File: config.mk
export PLATFORM = sky130hd
export DESIGN_NAME = td4_prog_loader_flat
export DESIGN_NICKNAME = d
export VERILOG_FILES = /design/src/rtl/td4_pkg.sv /design/src/rtl/td4_prog_loader_if.sv /design/src/rtl/td4_uart_rx.sv /design/src/rtl/td4_prog_loader.sv /design/src/flat_wrapper.sv
export SDC_FILE = /design/constraint.sdc
export NUM_CORES = 1
export LEC_CHECK = 0
export BUFFER_PORTS_ARGS = -buffer_cell sky130_fd_sc_hd__buf_2
export CAP_MARGIN = 20
export CORE_ASPECT_RATIO = 1.4
export CORE_UTILIZATION = 45
export DETAILED_ROUTE_END_ITERATION = 7
export PLACE_DENSITY = 0.75
export SLEW_MARGIN = 15
export SYNTH_ARGS = -nofsm -noshare
export SYNTH_HDL_FRONTEND = slang
export SYNTH_SLANG_ARGS = --single-unit
File: constraint.sdc
create_clock -name clk -period 4.1 [get_ports clk]
set_input_delay 0.41 -clock clk [delete_from_list [all_inputs] [get_ports clk]]
set_output_delay 0.41 -clock clk [all_outputs]
set_load 0.1 [all_outputs]
File: src/rtl/td4_pkg.sv
// Shared types and constants for the TD4 program loader.
//   loader_state_t : top-level loader FSM states
//   rx_state_t     : UART receiver FSM states
//   OPC_W/IMM_W    : opcode / immediate nibble widths
//   BYTE_W         : UART data byte width
package td4_pkg;

  localparam int OPC_W  = 4;
  localparam int IMM_W  = 4;
  localparam int BYTE_W = 8;

  typedef enum logic [2:0] {
    LOAD_IDLE,
    LOAD_RX,
    COMMIT,
    CHECK,
    DONE
  } loader_state_t;

  typedef enum logic [2:0] {
    RX_IDLE,
    RX_START,
    RX_DATA,
    RX_STOP,
    RX_WAIT_HIGH
  } rx_state_t;

endpackage

File: src/rtl/td4_prog_loader_if.sv
// Write port into the TD4 program memory.
//   mem_we     : one-cycle write strobe
//   mem_addr   : write address
//   mem_opcode : opcode nibble of the written byte
//   mem_imm    : immediate nibble of the written byte
// master = loader side (drives), slave = memory side (receives).
interface td4_prog_loader_if #(
  parameter int ADDR_W = 4
);
  import td4_pkg::*;

  logic              mem_we;
  logic [ADDR_W-1:0] mem_addr;
  logic [OPC_W-1:0]  mem_opcode;
  logic [IMM_W-1:0]  mem_imm;

  modport master (output mem_we, mem_addr, mem_opcode, mem_imm);
  modport slave  (input  mem_we, mem_addr, mem_opcode, mem_imm);

endinterface

File: src/rtl/td4_uart_rx.sv
// 8N1 UART receiver: 2-flop synchronizer, down-counting bit timer, LSB-first
// shift register.
//   clk, rst_n    : clock, async active-low reset
//   rx_i          : raw UART line (idle high)
//   abort_i       : drop any byte in progress and return to idle
//   byte_o        : received byte (valid with byte_valid_o)
//   byte_valid_o  : 1-cycle pulse, stop bit sampled 1
//   frame_err_o   : 1-cycle pulse, stop bit sampled 0
//   busy_o        : a frame is being received
//
// state        | meaning
// RX_IDLE      | waiting for a falling edge on the synchronized line
// RX_START     | timing half a bit to re-check the start bit
// RX_DATA      | sampling 8 data bits, one per bit period
// RX_STOP      | sampling the stop bit
// RX_WAIT_HIGH | bad stop bit; wait for the line to return high
module td4_uart_rx
  import td4_pkg::*;
#(
  parameter int CLKS_PER_BIT = 87
) (
  input  logic              clk,
  input  logic              rst_n,
  input  logic              rx_i,
  input  logic              abort_i,
  output logic [BYTE_W-1:0] byte_o,
  output logic              byte_valid_o,
  output logic              frame_err_o,
  output logic              busy_o
);

  localparam int CNT_W = $clog2(CLKS_PER_BIT);
  localparam logic [CNT_W-1:0] CNT_FULL = CNT_W'(CLKS_PER_BIT - 1);
  localparam logic [CNT_W-1:0] CNT_HALF = CNT_W'(CLKS_PER_BIT / 2 - 1);

  rx_state_t         state_q, state_d;
  logic              rx_meta, rx_sync, rx_prev;
  logic [CNT_W-1:0]  cnt_q, cnt_d;
  logic [2:0]        bit_q, bit_d;
  logic [BYTE_W-1:0] shift_q, shift_d;
  logic              tick;

  assign tick = (cnt_q == '0);

  always_ff @(posedge clk or negedge rst_n) begin
    if (!rst_n) begin
      rx_meta <= 1'b1;
      rx_sync <= 1'b1;
      rx_prev <= 1'b1;
      state_q <= RX_IDLE;
      cnt_q   <= '0;
      bit_q   <= '0;
      shift_q <= '0;
    end else begin
      rx_meta <= rx_i;
      rx_sync <= rx_meta;
      rx_prev <= rx_sync;
      state_q <= state_d;
      cnt_q   <= cnt_d;
      bit_q   <= bit_d;
      shift_q <= shift_d;
    end
  end

  always_comb begin
    state_d = state_q;
    cnt_d   = tick ? cnt_q : cnt_q - 1'b1;
    bit_d   = bit_q;
    shift_d = shift_q;
    case (state_q)
      RX_IDLE: begin
        if (rx_prev && !rx_sync) begin
          state_d = RX_START;
          cnt_d   = CNT_HALF;
        end
      end
      RX_START: begin
        if (tick) begin
          if (rx_sync) begin
            state_d = RX_IDLE;
          end else begin
            state_d = RX_DATA;
            cnt_d   = CNT_FULL;
            bit_d   = '0;
          end
        end
      end
      RX_DATA: begin
        if (tick) begin
          shift_d = {rx_sync, shift_q[BYTE_W-1:1]};
          cnt_d   = CNT_FULL;
          bit_d   = bit_q + 1'b1;
          if (bit_q == 3'd7) state_d = RX_STOP;
        end
      end
      RX_STOP: begin
        if (tick) state_d = rx_sync ? RX_IDLE : RX_WAIT_HIGH;
      end
      RX_WAIT_HIGH: begin
        if (rx_sync) state_d = RX_IDLE;
      end
      default: state_d = RX_IDLE;
    endcase
    if (abort_i) state_d = RX_IDLE;
  end

  assign byte_o       = shift_q;
  assign byte_valid_o = (state_q == RX_STOP) && tick && rx_sync;
  assign frame_err_o  = (state_q == RX_STOP) && tick && !rx_sync;
  assign busy_o       = (state_q == RX_START) || (state_q == RX_DATA) ||
                        (state_q == RX_STOP);

endmodule

File: src/rtl/td4_prog_loader.sv
// UART program loader for the TD4 16-entry program memory. Each received byte
// is written as {opcode, imm} at consecutive addresses; the CPU is released
// (cpu_run_o) only once a complete image has been loaded.
// Optional feature macro: TD4_LOADER_CHECKSUM_EN -- one extra byte after the
// image must equal the XOR of all image bytes before the CPU is released.
//   clk, rst_n   : clock, async active-low reset
//   rx_i         : UART line (8N1, idle high)
//   load_req_i   : level, restart loading at address 0 while high
//   mem          : memory write port (master)
//   cpu_run_o    : image complete, CPU may run
//   busy_o       : loader is in a loading state
//   frame_err_o  : sticky, a stop bit was sampled low
//   chk_err_o    : sticky, checksum mismatch
//
// state     | meaning
// LOAD_IDLE | waiting for the next byte of the image
// LOAD_RX   | byte reception in progress
// COMMIT    | write strobe for the received byte
// CHECK     | waiting for the checksum byte
// DONE      | image complete, CPU running, further bytes ignored
module td4_prog_loader
  import td4_pkg::*;
#(
  parameter int CLKS_PER_BIT = 87,
  parameter int ADDR_W       = 4
) (
  input  logic              clk,
  input  logic              rst_n,
  input  logic              rx_i,
  input  logic              load_req_i,
  td4_prog_loader_if.master mem,
  output logic              cpu_run_o,
  output logic              busy_o,
  output logic              frame_err_o,
  output logic              chk_err_o
);

  localparam logic [ADDR_W-1:0] ADDR_MAX = '1;

  loader_state_t     state_q, state_d;
  logic [ADDR_W-1:0] addr_q;
  logic [BYTE_W-1:0] data_q;
  logic              busy_q;
  logic              frame_err_q;
  logic [BYTE_W-1:0] rx_byte;
  logic              rx_valid, rx_ferr, rx_busy;
  logic              loading;

  td4_uart_rx #(.CLKS_PER_BIT(CLKS_PER_BIT)) u_rx (
    .clk         (clk),
    .rst_n       (rst_n),
    .rx_i        (rx_i),
    .abort_i     (load_req_i),
    .byte_o      (rx_byte),
    .byte_valid_o(rx_valid),
    .frame_err_o (rx_ferr),
    .busy_o      (rx_busy)
  );

  assign loading = (state_q == LOAD_IDLE) || (state_q == LOAD_RX);

`ifdef TD4_LOADER_CHECKSUM_EN
  logic [BYTE_W-1:0] csum_q;
  logic              chk_err_q;
  logic              csum_ok;

  assign csum_ok = (rx_byte == csum_q);
`endif

  always_comb begin
    state_d = state_q;
    case (state_q)
      LOAD_IDLE, LOAD_RX: begin
        if (rx_valid)     state_d = COMMIT;
        else if (rx_busy) state_d = LOAD_RX;
        else              state_d = LOAD_IDLE;
      end
      COMMIT: begin
        if (addr_q != ADDR_MAX) state_d = LOAD_IDLE;
`ifdef TD4_LOADER_CHECKSUM_EN
        else                    state_d = CHECK;
`else
        else                    state_d = DONE;
`endif
      end
`ifdef TD4_LOADER_CHECKSUM_EN
      CHECK: begin
        if (rx_valid) state_d = csum_ok ? DONE : LOAD_IDLE;
      end
`endif
      DONE:    state_d = DONE;
      default: state_d = LOAD_IDLE;
    endcase
    // A load request overrides everything, including a final commit.
    if (load_req_i) state_d = LOAD_IDLE;
  end

  always_ff @(posedge clk or negedge rst_n) begin
    if (!rst_n) begin
      state_q     <= LOAD_IDLE;
      addr_q      <= '0;
      data_q      <= '0;
      busy_q      <= 1'b0;
      frame_err_q <= 1'b0;
    end else begin
      state_q <= state_d;
      // Registered so busy_o is 0 while in reset and 1 from the first clock.
      busy_q  <= (state_d != DONE);
      if (load_req_i) begin
        addr_q      <= '0;
        frame_err_q <= 1'b0;
      end else begin
        if (rx_ferr) frame_err_q <= 1'b1;
        // Wraps to 0 after the last entry.
        if (state_q == COMMIT) addr_q <= addr_q + 1'b1;
        if (rx_valid && loading) data_q <= rx_byte;
      end
    end
  end

`ifdef TD4_LOADER_CHECKSUM_EN
  always_ff @(posedge clk or negedge rst_n) begin
    if (!rst_n) begin
      csum_q    <= '0;
      chk_err_q <= 1'b0;
    end else if (load_req_i) begin
      csum_q    <= '0;
      chk_err_q <= 1'b0;
    end else begin
      if (state_q == COMMIT) csum_q <= csum_q ^ data_q;
      if (state_q == CHECK && rx_valid) begin
        csum_q <= '0;
        if (!csum_ok) chk_err_q <= 1'b1;
      end
    end
  end

  assign chk_err_o = chk_err_q;
`else
  assign chk_err_o = 1'b0;
`endif

  assign mem.mem_we     = (state_q == COMMIT);
  assign mem.mem_addr   = addr_q;
  assign mem.mem_opcode = data_q[BYTE_W-1:IMM_W];
  assign mem.mem_imm    = data_q[IMM_W-1:0];

  // Drops in the same cycle as a load request.
  assign cpu_run_o   = (state_q == DONE) && !load_req_i;
  assign busy_o      = busy_q;
  assign frame_err_o = frame_err_q;

endmodule
File: src/flat_wrapper.sv
// flat-port wrapper written by rule: the top's interface ports become plain ports
module td4_prog_loader_flat import td4_pkg::*;
#(
  parameter int CLKS_PER_BIT = 87,
  parameter int ADDR_W       = 4
)
  (clk, rst_n, rx_i, load_req_i, cpu_run_o, busy_o, frame_err_o, chk_err_o, mem_mem_we, mem_mem_addr, mem_mem_opcode, mem_mem_imm);
  td4_prog_loader_if #(.ADDR_W(ADDR_W)) mem_i ();
  input  logic clk;
  input  logic rst_n;
  input  logic rx_i;
  input  logic load_req_i;
  output logic cpu_run_o;
  output logic busy_o;
  output logic frame_err_o;
  output logic chk_err_o;
  output wire logic [$bits(mem_i.mem_we)-1:0] mem_mem_we;
  output wire logic [$bits(mem_i.mem_addr)-1:0] mem_mem_addr;
  output wire logic [$bits(mem_i.mem_opcode)-1:0] mem_mem_opcode;
  output wire logic [$bits(mem_i.mem_imm)-1:0] mem_mem_imm;
  assign mem_mem_we = mem_i.mem_we;
  assign mem_mem_addr = mem_i.mem_addr;
  assign mem_mem_opcode = mem_i.mem_opcode;
  assign mem_mem_imm = mem_i.mem_imm;
  td4_prog_loader #(.CLKS_PER_BIT(CLKS_PER_BIT), .ADDR_W(ADDR_W)) u_core (.clk(clk), .rst_n(rst_n), .rx_i(rx_i), .load_req_i(load_req_i), .mem(mem_i), .cpu_run_o(cpu_run_o), .busy_o(busy_o), .frame_err_o(frame_err_o), .chk_err_o(chk_err_o));
endmodule
---- Yosys cells after proc, flatten, opt, wreduce, memory -nomap -nowiden ----
Cells that the tools add are included.
word-level totals
  register bits after elaboration ......... 41
  bits in latches ......................... 0
  bits in writable memories ............... 0
  bits in read-only memories .............. 0
  input port bits ......................... 4
  output and inout port bits .............. 17
  memories kept ........................... 0
cells by class
  $add $sub $neg .......................... 3
  multiply operators ...................... 0
  divide/modulo/power cells ............... 0
  $lt $le $gt $ge ......................... 0
  equal/unequal tests ..................... 19
  shift-type cells ........................ 0
  multiplexer cells ....................... 29
  bitwise logic cells ..................... 1
  reductions and logical operators ........ 22
operators by type and width
  operator             number
  $mux 3               14
  $mux 7               5
  $ne 3x3->1 const B   7
  $pmux 7 s3           1
  $pmux 3 s5           1
  $eq 3x2->1 const B   3
  $eq 3x3->1 const B   3
  $pmux 3 s3           1
  $mux 4               2
  $logic_not 7->1      1
  $sub 7x1->7 const B  1
  $eq 3x1->1 const B   2
  $logic_and 1x1->1    6
  $logic_not 3->1      2
  $ne 2x2->1 const B   3
  $pmux 3 s2           1
  $reduce_and 6->1     1
  $reduce_bool 2->1    3
  $add 4x1->4 const B  1
  $ne 4x4->1 const B   1
  $reduce_and 2->1     2
  $reduce_and 4->1     1
  $add 3x1->3 const B  1
  $logic_or 1x1->1     3
  other kinds (5)      8

---- Longest topological paths before layout ----
Gate-level depths: netlist of the first run.
  depth after elaboration ................. 8
  gate-level depth with buffers ........... 8
  gate-level depth less buffers ........... 8

---- Modules after synthesis ----
A second synthesis of the first run with hierarchy kept.
second synthesis, totals
  cell total of the unflattened synthesis .. 157
  area, all modules ....................... 1938.1 um^2
by module, submodules not included
  module           times used  cells an instance  area each (um^2)
  td4_uart_rx      1           107                1222.4
  td4_prog_loader  1           50                 715.7

---- Least setup slack after synthesis of the first run ----
Ideal clock, no wire load.
  path type ............................... input-to-reg
  start ................................... input load_req_i
  end ..................................... register u_core.busy_q, in the netlist u_core.busy_o
  setup time .............................. 338 ps
  arrival ................................. 3871 ps
  required time ........................... 3762 ps
  setup slack ............................. -110 ps
  stages .................................. 3
  buffers on the path ..................... 1
  cells stage by stage .................... clkbuf_1 -> nor4b_1 -> a31oi_1
on the way
  word-level cells in the longest chain between the ends .. 2
ends and longest elaborated chain
  what                    RTL line                source
  start: declaration      flat_wrapper.sv:12      input logic load_req_i;
  $mux 3                  td4_prog_loader.sv:95   if (load_req_i) state_d = LOAD_IDLE;
  $ne 3x3->1              td4_prog_loader.sv:108  busy_q <= (state_d != DONE);
  end signal: assignment  td4_prog_loader.sv:108
  end: declaration        td4_prog_loader.sv:43   logic busy_q;
Every way passes these cells.
A chain may end at the register's enable or synchronous reset.

---- Final worst setup path of the first run ----
  start ................................... register u_core.state_q[2]
  end ..................................... output mem_mem_we
on the way
  word-level cells in the longest chain between the ends .. 1
ends and longest elaborated chain
  what                      RTL line                source
  start: declaration        td4_prog_loader.sv:40   loader_state_t state_q, state_d;
  start signal: assignment  td4_prog_loader.sv:106  state_q <= state_d;
  $eq 3x2->1                td4_prog_loader.sv:143  assign mem.mem_we = (state_q == COMMIT);
  end: declaration          flat_wrapper.sv:17      output wire logic [$bits(mem_i.mem_we)-1:0] mem_mem_we;
Every way passes these cells.

==> flow_metrics.tcl, run 1 <==
set metrics [dict create \
    gp_congestion 0.8919 \
    hold_viol 0 \
    syn_avg_cell_area_um2 12.27 \
    seq_power_share_pct 50.9 \
    setup_tns_ns 0 \
    worstMarginPinSlew_ns 0.8734 \
    cap_violations 0 \
    dr.first_iter.drc_count 25 \
    syn_nets 163 \
    crit_type "flop to primary output" \
    crit_slowest_cell "nor3b_1" \
    period_share_pct 56.95 \
    area_delta_synth_final_pct 12.32 \
    antenna_found_initial 0 \
    synth.most_common_cell "dfrtp_1" \
    synth_top_area_share_pct 50.63 \
    coreArea_um2 3953 \
    grt_pass1_wl_mm 6.016 \
    drc 0 \
    numPortBuffers 19 \
    use_met1_pct 19.21 \
    ys_async_sr_fraction_pct 100.0 \
    p_int_uw 679.7 \
    via_per_inst 5.653 \
    yosysSeqAreaShare_pct 54.83 \
    combPwrFrac_pct 14.4 \
    fillCellCount 336 \
    yosys-top-cells-count "dfrtp_1, nor2_1, mux2_2" \
    relSlewSlack_pct 41.77 \
    ctsRootBufferMaster "clkbuf_8" \
    ys_ff_latch 41 \
    met3_usage_pct 4.119 \
    worst-endpoint-arrival_ns 1.93 \
    yosysUniqueCellTypes 46 \
    status "finished clean" \
    gr-max-usage-layer "met2" \
    max_freq_ghz 0.4282 \
    maxSlewViolCount 0 \
    syn_inst 153 \
    clkLatencyLatePin_ns 0.29 \
    fin_util_pct 53.37 \
    power.leakage_nw 1.039 \
    cts-htree-levels 2 \
    detail_route.wl_per_cell_um 16.14 \
    peakVddDrop_v 0.0003182 \
    grt_pass1_vias 1294 \
    synth_top_cell_by_area "dfrtp_1" \
    first_pass_iters 4 \
    dieArea_um2 4439 \
    place_hpwl_mm 2.473 \
    synth-edff-count 0 \
    yosys_warnings 0 \
    switching_power_uw 248.0 \
    die_h_um 78.44 \
    drive_above_1_share_pct 30.64 \
    rows 27 \
    ioPinCount 21 \
    die_x_um 56.60 \
    switching_share_pct 26.73 \
    ys.flop_type "dfrtp_1" \
    critPathCaptureType "primary output" \
    drt_wl_total_mm 3.486 \
    clk_path_buf_depth 2 \
    rsz0062_at_grt "no" \
    grt_max_degree 42 \
    path_cells "nor3b_1, buf_2" \
    synth.area.top_cells "dfrtp_1, mux2_2, dfstp_2" \
    start_util_pct 47.52 \
    cts_setup_buffers 0 \
    startpoint_type "flop" \
    cts-hold-fix-buffers 0 \
    skew_ns 0.003692 \
    tritoncts "yes" \
    worstPathMaxFanout 6 \
    clkTransAtPathRegs_ns 0.08 \
    whs_ns 0.2114 \
    overflow 0 \
    syn-cell-area_um2 1878 \
    grt_usage_pct 17.86 \
    clkPwrFrac_pct 34.8 \
    worst_path_largest_cell_delay_ns 0.67 \
    p_total_uw 927.6 \
    grt_use_met2_pct 32.47 \
    min_path_type "input port to flop" \
    setup_viol 0 \
    ant_nets 0 \
    cts.repair.resized 0 \
    n_antenna_cell 0 \
    final_nets 182 \
    required_ns 3.69 \
    via_count 1221 \
    powerDensity_nw_per_um2 439.7 \
    numCtsBuffers 5 \
    period_minus_slack_ns 2.335 \
    clock_sinks 41 \
]
## final cells by class
cell class,instances,area (µm²),area share (%)
flip-flops and latches,41,1030,48.81
repair buffers,19,95.09,4.508
clock inverters,3,46.29,2.195
inverters,5,21.27,1.008
clock buffers,5,68.82,3.262
multi-input cells,100,794.5,37.66
well taps,43,53.80,2.550
## worst max-delay path, delay by kind of cell, from the launching register on
kind | cells | cell delay (ns)
and+or+nand+nor | 1 | 0.67
buffers and inverters | 1 | 0.56
DFF | 1 | 0.41
## per-layer routing
layer / vias up / part of all wire [%]
met2: 19 / 57
li1: 578 / -
met1: 618 / 38
met3: 6 / 2.4
met4: 0 / 1.7
met5: - / 0
## power by group through the flow
stage                     sequential [mW]  clock [mW]  combinational, mW
after CTS                           0.472       0.330              0.134
after detailed placement            0.480           0              0.134
after floorplan                     0.469           0              0.107
after global routing                0.476       0.349              0.149
after global placement              0.479           0              0.126
final                               0.472       0.322              0.133
## path summary, 6_finish.rpt
| check | slack, ns | endpoint | from | cells past startpoint |
|---|---|---|---|---|
| worst max-delay path | 1.76 | mem_mem_we | u_core.state_q[2] | 2 |
| min in group asynchronous | 0.23 | u_core.data_q[5] | rst_n | 1 |
| max in group asynchronous | 3.33 | u_core.u_rx.bit_q[0] | rst_n | 1 |
| worst max register to register | 1.85 | u_core.data_q[0] | u_core.u_rx.cnt_q[0] | 6 |
| worst min-delay path | 0.21 | u_core.u_rx.rx_meta | rx_i | 1 |
| worst min register to register | 0.36 | u_core.u_rx.rx_sync | u_core.u_rx.rx_meta | 0 |
## cell families after synthesis
group | synth area share, %
buffers and inverters | 3.197
DFF | 54.83
other | 0.1997
AOI/OAI and AO/OA | 7.262
muxes | 12.26
and+or+nand+nor | 14.99
adders and majority gates | 3.997
xor gates and xnor gates | 3.265
## registers in the layout (all words and copies together) (netlist names)
name,count
u_core.u_rx.state_q,3
u_core.busy_o,1
u_core.mem.mem_addr,4
u_core.u_rx.bit_q,3
u_core.u_rx.cnt_q,7
u_core.state_q,3
u_core.u_rx.rx_prev,1
u_core.u_rx.rx_sync,1
u_core.u_rx.byte_o,8
u_core.u_rx.rx_meta,1
u_core.frame_err_o,1
u_core.data_q,8
## metrics by stage
step                      cell area [µm²]  setup WS [ns]  cells
after detailed placement             1994          1.834    208
final                                2110          1.765    216
after global routing                 2110          1.631    216
after CTS                            2110          1.747    216
after floorplan                      1884         0.4462    153
after global placement               1994          1.907    208
## placed cells by master (no fill, tap or decap), types with 3 or more instances in the layout
master and instances:
dfrtp_1 38, buf_2 19, nor2_1 14, mux2_2 12, nand2_1 7, ha_1 6, mux2_4 5, clkbuf_8 5
inv_1 4, xor2_1 4, nor3_1 3, xnor2_1 3, nand2b_1 3, o21ai_0 3, nor3b_1 3, a21oi_1 3
dfstp_2 3
(Power assumes the default switching activity.)
==> run 2: changes to the inputs <==
--- a/config.mk
+++ b/config.mk
@@ -5,12 +5,13 @@
 export SDC_FILE = /design/constraint.sdc
 export NUM_CORES = 1
 export LEC_CHECK = 0
+export ABC_AREA = 1
 export BUFFER_PORTS_ARGS = -buffer_cell sky130_fd_sc_hd__buf_2
 export CAP_MARGIN = 20
 export CORE_ASPECT_RATIO = 1.4
 export CORE_UTILIZATION = 45
 export DETAILED_ROUTE_END_ITERATION = 7
-export PLACE_DENSITY = 0.75
+export PLACE_DENSITY = 0.77
 export SLEW_MARGIN = 15
 export SYNTH_ARGS = -nofsm -noshare
 export SYNTH_HDL_FRONTEND = slang
==> constraint.sdc (replaced) <==
create_clock -name clk -period 1.9 [get_ports clk]
set_input_delay 0.19 -clock clk [delete_from_list [all_inputs] [get_ports clk]]
set_output_delay 0.19 -clock clk [all_outputs]
set_load 0.1 [all_outputs]
==> run 2 against run 1 <==
Against the previous run:
- hold slack worse by 0.022 ns
- power is 140% higher
- register-to-register slack worse by 1.7 ns
- critical path depth is 2 higher
- clock power is 70% higher
- sequential power is 130% higher
- die area is 5.5% higher
- utilization is 0.54 points lower
- final area is 6.2% higher
- largest power group unchanged
==> flow_metrics.tcl, run 2 <==
set metrics [dict create \
    status "finished clean" \
    synthXorXnorAreaFrac_pct 1.324 \
    antenna_found_initial 0 \
    worstReg2RegStart "u_core.u_rx.cnt_q[0]" \
    final_common_cell "nand2_1" \
    path_common_cell "inv_1" \
    switching_share_pct 34.83 \
    die_h_um 80.57 \
    ys_ff_latch 41 \
    detail_route.wl_per_cell_um 10.90 \
    stdcell_count 305 \
    cts_setup_buffers 0 \
    syn_nets 230 \
    first_pass_iters 6 \
    tritoncts "yes" \
    syn_inst 220 \
    via_count 1446 \
    clkTransAtPathRegs_ns 0.07 \
    gp_congestion 0.8685 \
    die_x_um 58.13 \
    worst-endpoint-arrival_ns 1.56 \
    synth.area.top_cells "dfrtp_1, nand2_1, inv_1" \
    synth_compound_area_share_pct 10.40 \
    p_int_mw 1.472 \
    ioPinCount 21 \
    numCtsBuffers 5 \
    worstPathMaxFanout 5 \
    synth.most_common_cell "nand2_1" \
    skew_ns 0.005156 \
    r2r_end "u_core.data_q[4]" \
    peakVddDrop_v 0.0007293 \
    period_minus_slack_ns 1.750 \
    period_share_pct 92.11 \
    cts-htree-levels 2 \
    dp.cells 295 \
    wl_met2_mm 1.686 \
    yosys_warnings 0 \
    startpoint_type "flop" \
    postLayoutCellArea_um2 2240 \
    synth_top_cell_by_area "dfrtp_1" \
    start_util_pct 46.81 \
    power.leakage_nw 1.157 \
    drc 0 \
    overflow 0 \
    muxShareOfSynthArea_pct 0 \
    ys.flop_type "dfrtp_1" \
    wl_met1_mm 1.426 \
    yosys-top-cells-count "nand2_1, dfrtp_1, inv_1" \
    powerDensity_nw_per_um2 1009 \
    worstRegToRegCells 9 \
    ys_async_sr_fraction_pct 100.0 \
    final_nets 254 \
    maxSlewViolCount 0 \
    grt_pass1_vias 1374 \
    setup_tns_ns 0 \
    rows 28 \
    via_per_inst 4.741 \
    seq_power_share_pct 47.7 \
    yosysSeqAreaShare_pct 51.89 \
    synth_top_area_share_pct 47.92 \
    numPortBuffers 19 \
    hold_viol 0 \
    place_hpwl_mm 2.461 \
    worst_path_largest_cell_delay_ns 0.43 \
    wl_met3_um 87 \
    clkLatencyLatePin_ns 0.29 \
    area_delta_synth_final_pct 12.86 \
    critical-path-top-delay-family "buffers and inverters" \
    ctsRootBufferMaster "clkbuf_8" \
    rsz0062_at_grt "no" \
    p_total_mw 2.259 \
    clkPwrFrac_pct 24.2 \
    synth_top_family_by_area "simple AND/OR/NAND/NOR gates" \
    synth-adder-area-share_pct 3.783 \
    max_freq_ghz 0.5714 \
    ant_nets 0 \
    critPathCaptureType "primary output" \
    switching_power_uw 787.0 \
    dr.first_iter.drc_count 33 \
    place_ws_ns 0.1101 \
    combPwrFrac_pct 28.0 \
    place_area_um2 2131 \
    n_antenna_cell 0 \
    hold_start "load_req_i" \
    crit_buf_inv 3 \
    setup_ws_ns 0.1498 \
    regToRegSetupSlack_ns 0.18 \
    path_cells "inv_1, nand3_1, inv_1, buf_2" \
    synthSimpleGateAreaFrac_pct 23.20 \
    whs_endpoint "u_core.mem.mem_addr[0]" \
    min_path_cells 2 \
    crit_slowest_cell "buf_2" \
    syn_avg_cell_area_um2 9.020 \
    clk_path_buf_depth 2 \
    grt_max_degree 42 \
    synth-edff-count 0 \
    syn-cell-area_um2 1984 \
    setup_viol 0 \
    drive_above_1_share_pct 24.49 \
    dieArea_um2 4683 \
    grt_pass1_wl_mm 5.858 \
    final_cell_mix "nand2_1, dfrtp_1, inv_1" \
    highest_layer "met4" \
    yosysUniqueCellTypes 34 \
    clock_sinks 41 \
    coreArea_um2 4239 \
    crit_type "flop to primary output" \
    drt_wl_total_mm 3.325 \
    grt_usage_pct 16.80 \
    required_ns 1.71 \
    cap_violations 0 \
    min_path_type "input port to flop" \
]
## run 2: metal layers
layer  up-vias  track usage (%)
met3        10            3.543
met4         0            11.67
met2        24            27.59
met1       668            19.21
met5         -                0
li1        744                -
## run 2: layout make-up
cell class,count,area [µm²]
timing repair buffer,22,122.6
clock buffer,7,76.32
fill,393,1999
sequential,41,1030
inverter,36,136.4
clock inverter,1,7.507
multi-input combinational,138,792.0
tap,60,75.07
## run 2: per-stage QoR
stage	utilization, %	hold slack, ns
after floorplan	-	-0.1056
final	52.83	0.1892
after global routing	52.83	0.2102
after detailed placement	50.27	0.2716
after global placement	50.27	0.2719
after CTS	52.72	0.1841
## run 2: cell families (layout without fill, tap and decap cells)
group                    count (synthesis)  count (layout)
buffers and inverters                   41              66
flip-flops                              41              41
adder cells (fa/ha/maj)                  6               6
XOR/XNOR                                 3               3
other                                    1               1
AND/OR/NAND/NOR                         95              95
AO/OA/AOI/OAI                           33              33
## run 2: how the worst max path moves through the flow
stage | from | endpoint | slack [ns] | depth (start not counted)
after floorplan | u_core.state_q[1] | u_core.busy_o | 0.06 | 2
after global placement | u_core.u_rx.cnt_q[0] | u_core.u_rx.byte_o[5] | 0.22 | 9
after detailed placement | u_core.u_rx.cnt_q[0] | u_core.u_rx.byte_o[1] | 0.11 | 9
after CTS | u_core.u_rx.cnt_q[0] | u_core.u_rx.byte_o[1] | 0.10 | 9
after global routing | u_core.u_rx.cnt_q[0] | u_core.data_q[4] | 0.03 | 9
final | u_core.state_q[2] | mem_mem_we | 0.15 | 4
## run 2: what timing repair did
item	4_1_cts	5_1_grt
hold endpoints to repair	39	0
gates resized for setup	0	2
hold buffers	2	0
endpoints found under the setup margin	0	9
## run 2: power by group through the flow
stage	Combinational [mW]	Sequential (mW)	Clock (mW)
after floorplan	0.527	1.06	0
after global placement	0.614	1.09	0
after detailed placement	0.630	1.09	0
after CTS	0.637	1.08	0.564
after global routing	0.733	1.10	0.600
final	0.634	1.08	0.547
==> run 3: changes to the inputs <==
--- a/config.mk
+++ b/config.mk
@@ -12,6 +12,7 @@
 export CORE_UTILIZATION = 45
 export DETAILED_ROUTE_END_ITERATION = 7
 export PLACE_DENSITY = 0.77
+export REMOVE_ABC_BUFFERS = 1
 export SLEW_MARGIN = 15
 export SYNTH_ARGS = -nofsm -noshare
 export SYNTH_HDL_FRONTEND = slang
==> run 3 against run 2 <==
Against the previous run:
- sequential share of layout area down 1.1 points
- first-iteration DRC count down 45%
- global-route usage down 0.49 points
- hold slack worse by 0.015 ns
- die area unchanged
- critical endpoint is now cpu_run_o
==> flow_metrics.tcl, run 3 (synthesized netlist as in run 2, its figures left out) <==
set metrics [dict create \
    multiInputGateArea_um2 794.5 \
    final_cell_mix "nand2_1, dfrtp_1, inv_1" \
    dr.first_iter.drc_count 18 \
    drc 0 \
    grt_usage_pct 16.31 \
    worstPathMaxFanout 3 \
    relSlewSlack_pct 66.10 \
    worstMarginPinSlew_ns 0.5085 \
    whs_ns 0.1744 \
    grt_max_degree 42 \
    clock_sinks 41 \
    worst-endpoint-arrival_ns 1.59 \
    dieArea_um2 4683 \
    powerDensity_nw_per_um2 1098 \
    die_x_um 58.13 \
    via_per_inst 4.840 \
    place_hpwl_mm 2.352 \
    clk_path_buf_depth 2 \
    critPathCaptureType "primary output" \
    clkTransAtPathRegs_ns 0.07 \
    fillCellCount 393 \
    skew_ns 0.008062 \
    max_freq_ghz 0.5619 \
    postLayoutCellArea_um2 2292 \
    coreArea_um2 4239 \
    detail_route.wl_per_cell_um 11.07 \
    via_count 1481 \
    gp_congestion 0.7834 \
    tritoncts "yes" \
    ioPinCount 21 \
    setup_viol 0 \
    grt_pass1_vias 1345 \
    final_common_cell "nand2_1" \
    setup_tns_ns 0 \
    ant_nets 0 \
    crit_type "flop to primary output" \
    status "finished clean" \
    numPortBuffers 19 \
    area_delta_synth_final_pct 15.51 \
    numCtsBuffers 5 \
    ctsRootBufferMaster "clkbuf_8" \
    seq_area_um2 1030 \
    rows 28 \
    fin_util_pct 54.07 \
    place_area_um2 2116 \
    drt_wl_total_mm 3.388 \
    p_total_mw 2.516 \
    cts-htree-levels 2 \
    rsz0062_at_grt "no" \
    n_antenna_cell 0 \
    first_pass_iters 4 \
    die_h_um 80.57 \
    hold_viol 0 \
    period_minus_slack_ns 1.780 \
    drive_above_1_share_pct 25.20 \
    peakVddDrop_v 0.0007676 \
    cap_violations 0 \
    antenna_found_initial 0 \
    min_path_type "input port to flop" \
    clkLatencyLatePin_ns 0.30 \
    start_util_pct 46.81 \
    power.leakage_nw 1.186 \
    overflow 0 \
    startpoint_type "flop" \
    grt_pass1_wl_mm 5.685 \
    maxSlewViolCount 0 \
    period_share_pct 93.66 \
    final_nets 255 \
    required_ns 1.71 \
]
## run 3: path summary, 6_finish.rpt
| kind | from | to | slack, ns | cells past startpoint |
|---|---|---|---|---|
| worst min-delay path | load_req_i | u_core.mem.mem_addr[0] | 0.17 | 2 |
| worst min register to register | u_core.u_rx.rx_meta | u_core.u_rx.rx_sync | 0.36 | 0 |
| min in group asynchronous | rst_n | u_core.data_q[5] | 0.48 | 3 |
| worst max-delay path | u_core.state_q[1] | cpu_run_o | 0.12 | 2 |
| worst max register to register | u_core.u_rx.cnt_q[0] | u_core.u_rx.cnt_q[6] | 0.23 | 8 |
| max in group asynchronous | rst_n | u_core.u_rx.rx_meta | 1.04 | 3 |
## run 3: power by group
group | total, mW | internal (mW) | switching (mW)
Combinational | 0.624 | 0.231 | 0.393
Sequential | 1.07 | 0.980 | 0.0922
Clock | 0.820 | 0.522 | 0.298
Total | 2.52 | 1.73 | 0.783
## run 3: area by class of cell
type / count / share of cell area [%]
well taps: 60 / 3.275
inverters: 36 / 5.950
clock inverters: 3 / 2.838
clock buffers: 5 / 3.002
multi-input cells: 139 / 34.66
repair buffers: 22 / 5.349
flip-flops and latches: 41 / 44.92
## run 3: critical path, cell delays in order (launching register included)
cell,delay (ns)
dfrtp_1,0.42
nor4_1,0.38
buf_2,0.50
## run 3: what timing repair did
item | 4_1_cts | 5_1_grt
gates resized for setup | 0 | 3
endpoints found under the setup margin | 0 | 15
buffers inserted | 0 | 0
hold endpoints to repair | 39 | 0
hold buffers | 2 | 0
## run 3: metal layers
metal | GRT usage (%) | share of wire, % | vias up
li1 | - | - | 747
met1 | 18.88 | 43 | 708
met2 | 27.59 | 52 | 19
met3 | 4.348 | 2.8 | 7
met4 | 7.857 | 2.2 | 0
met5 | 0 | 0 | -
## run 3: per-stage QoR
| stage | instances | setup WS [ns] |
|---|---|---|
| 6_report | 306 | 0.1205 |
| 5_1_grt | 306 | 0.06809 |
| 4_1_cts | 305 | 0.1166 |
| 3_5_place_dp | 295 | 0.1186 |
| 3_3_place_gp | 295 | 0.2254 |
| 2_1_floorplan | 215 | -1.902 |
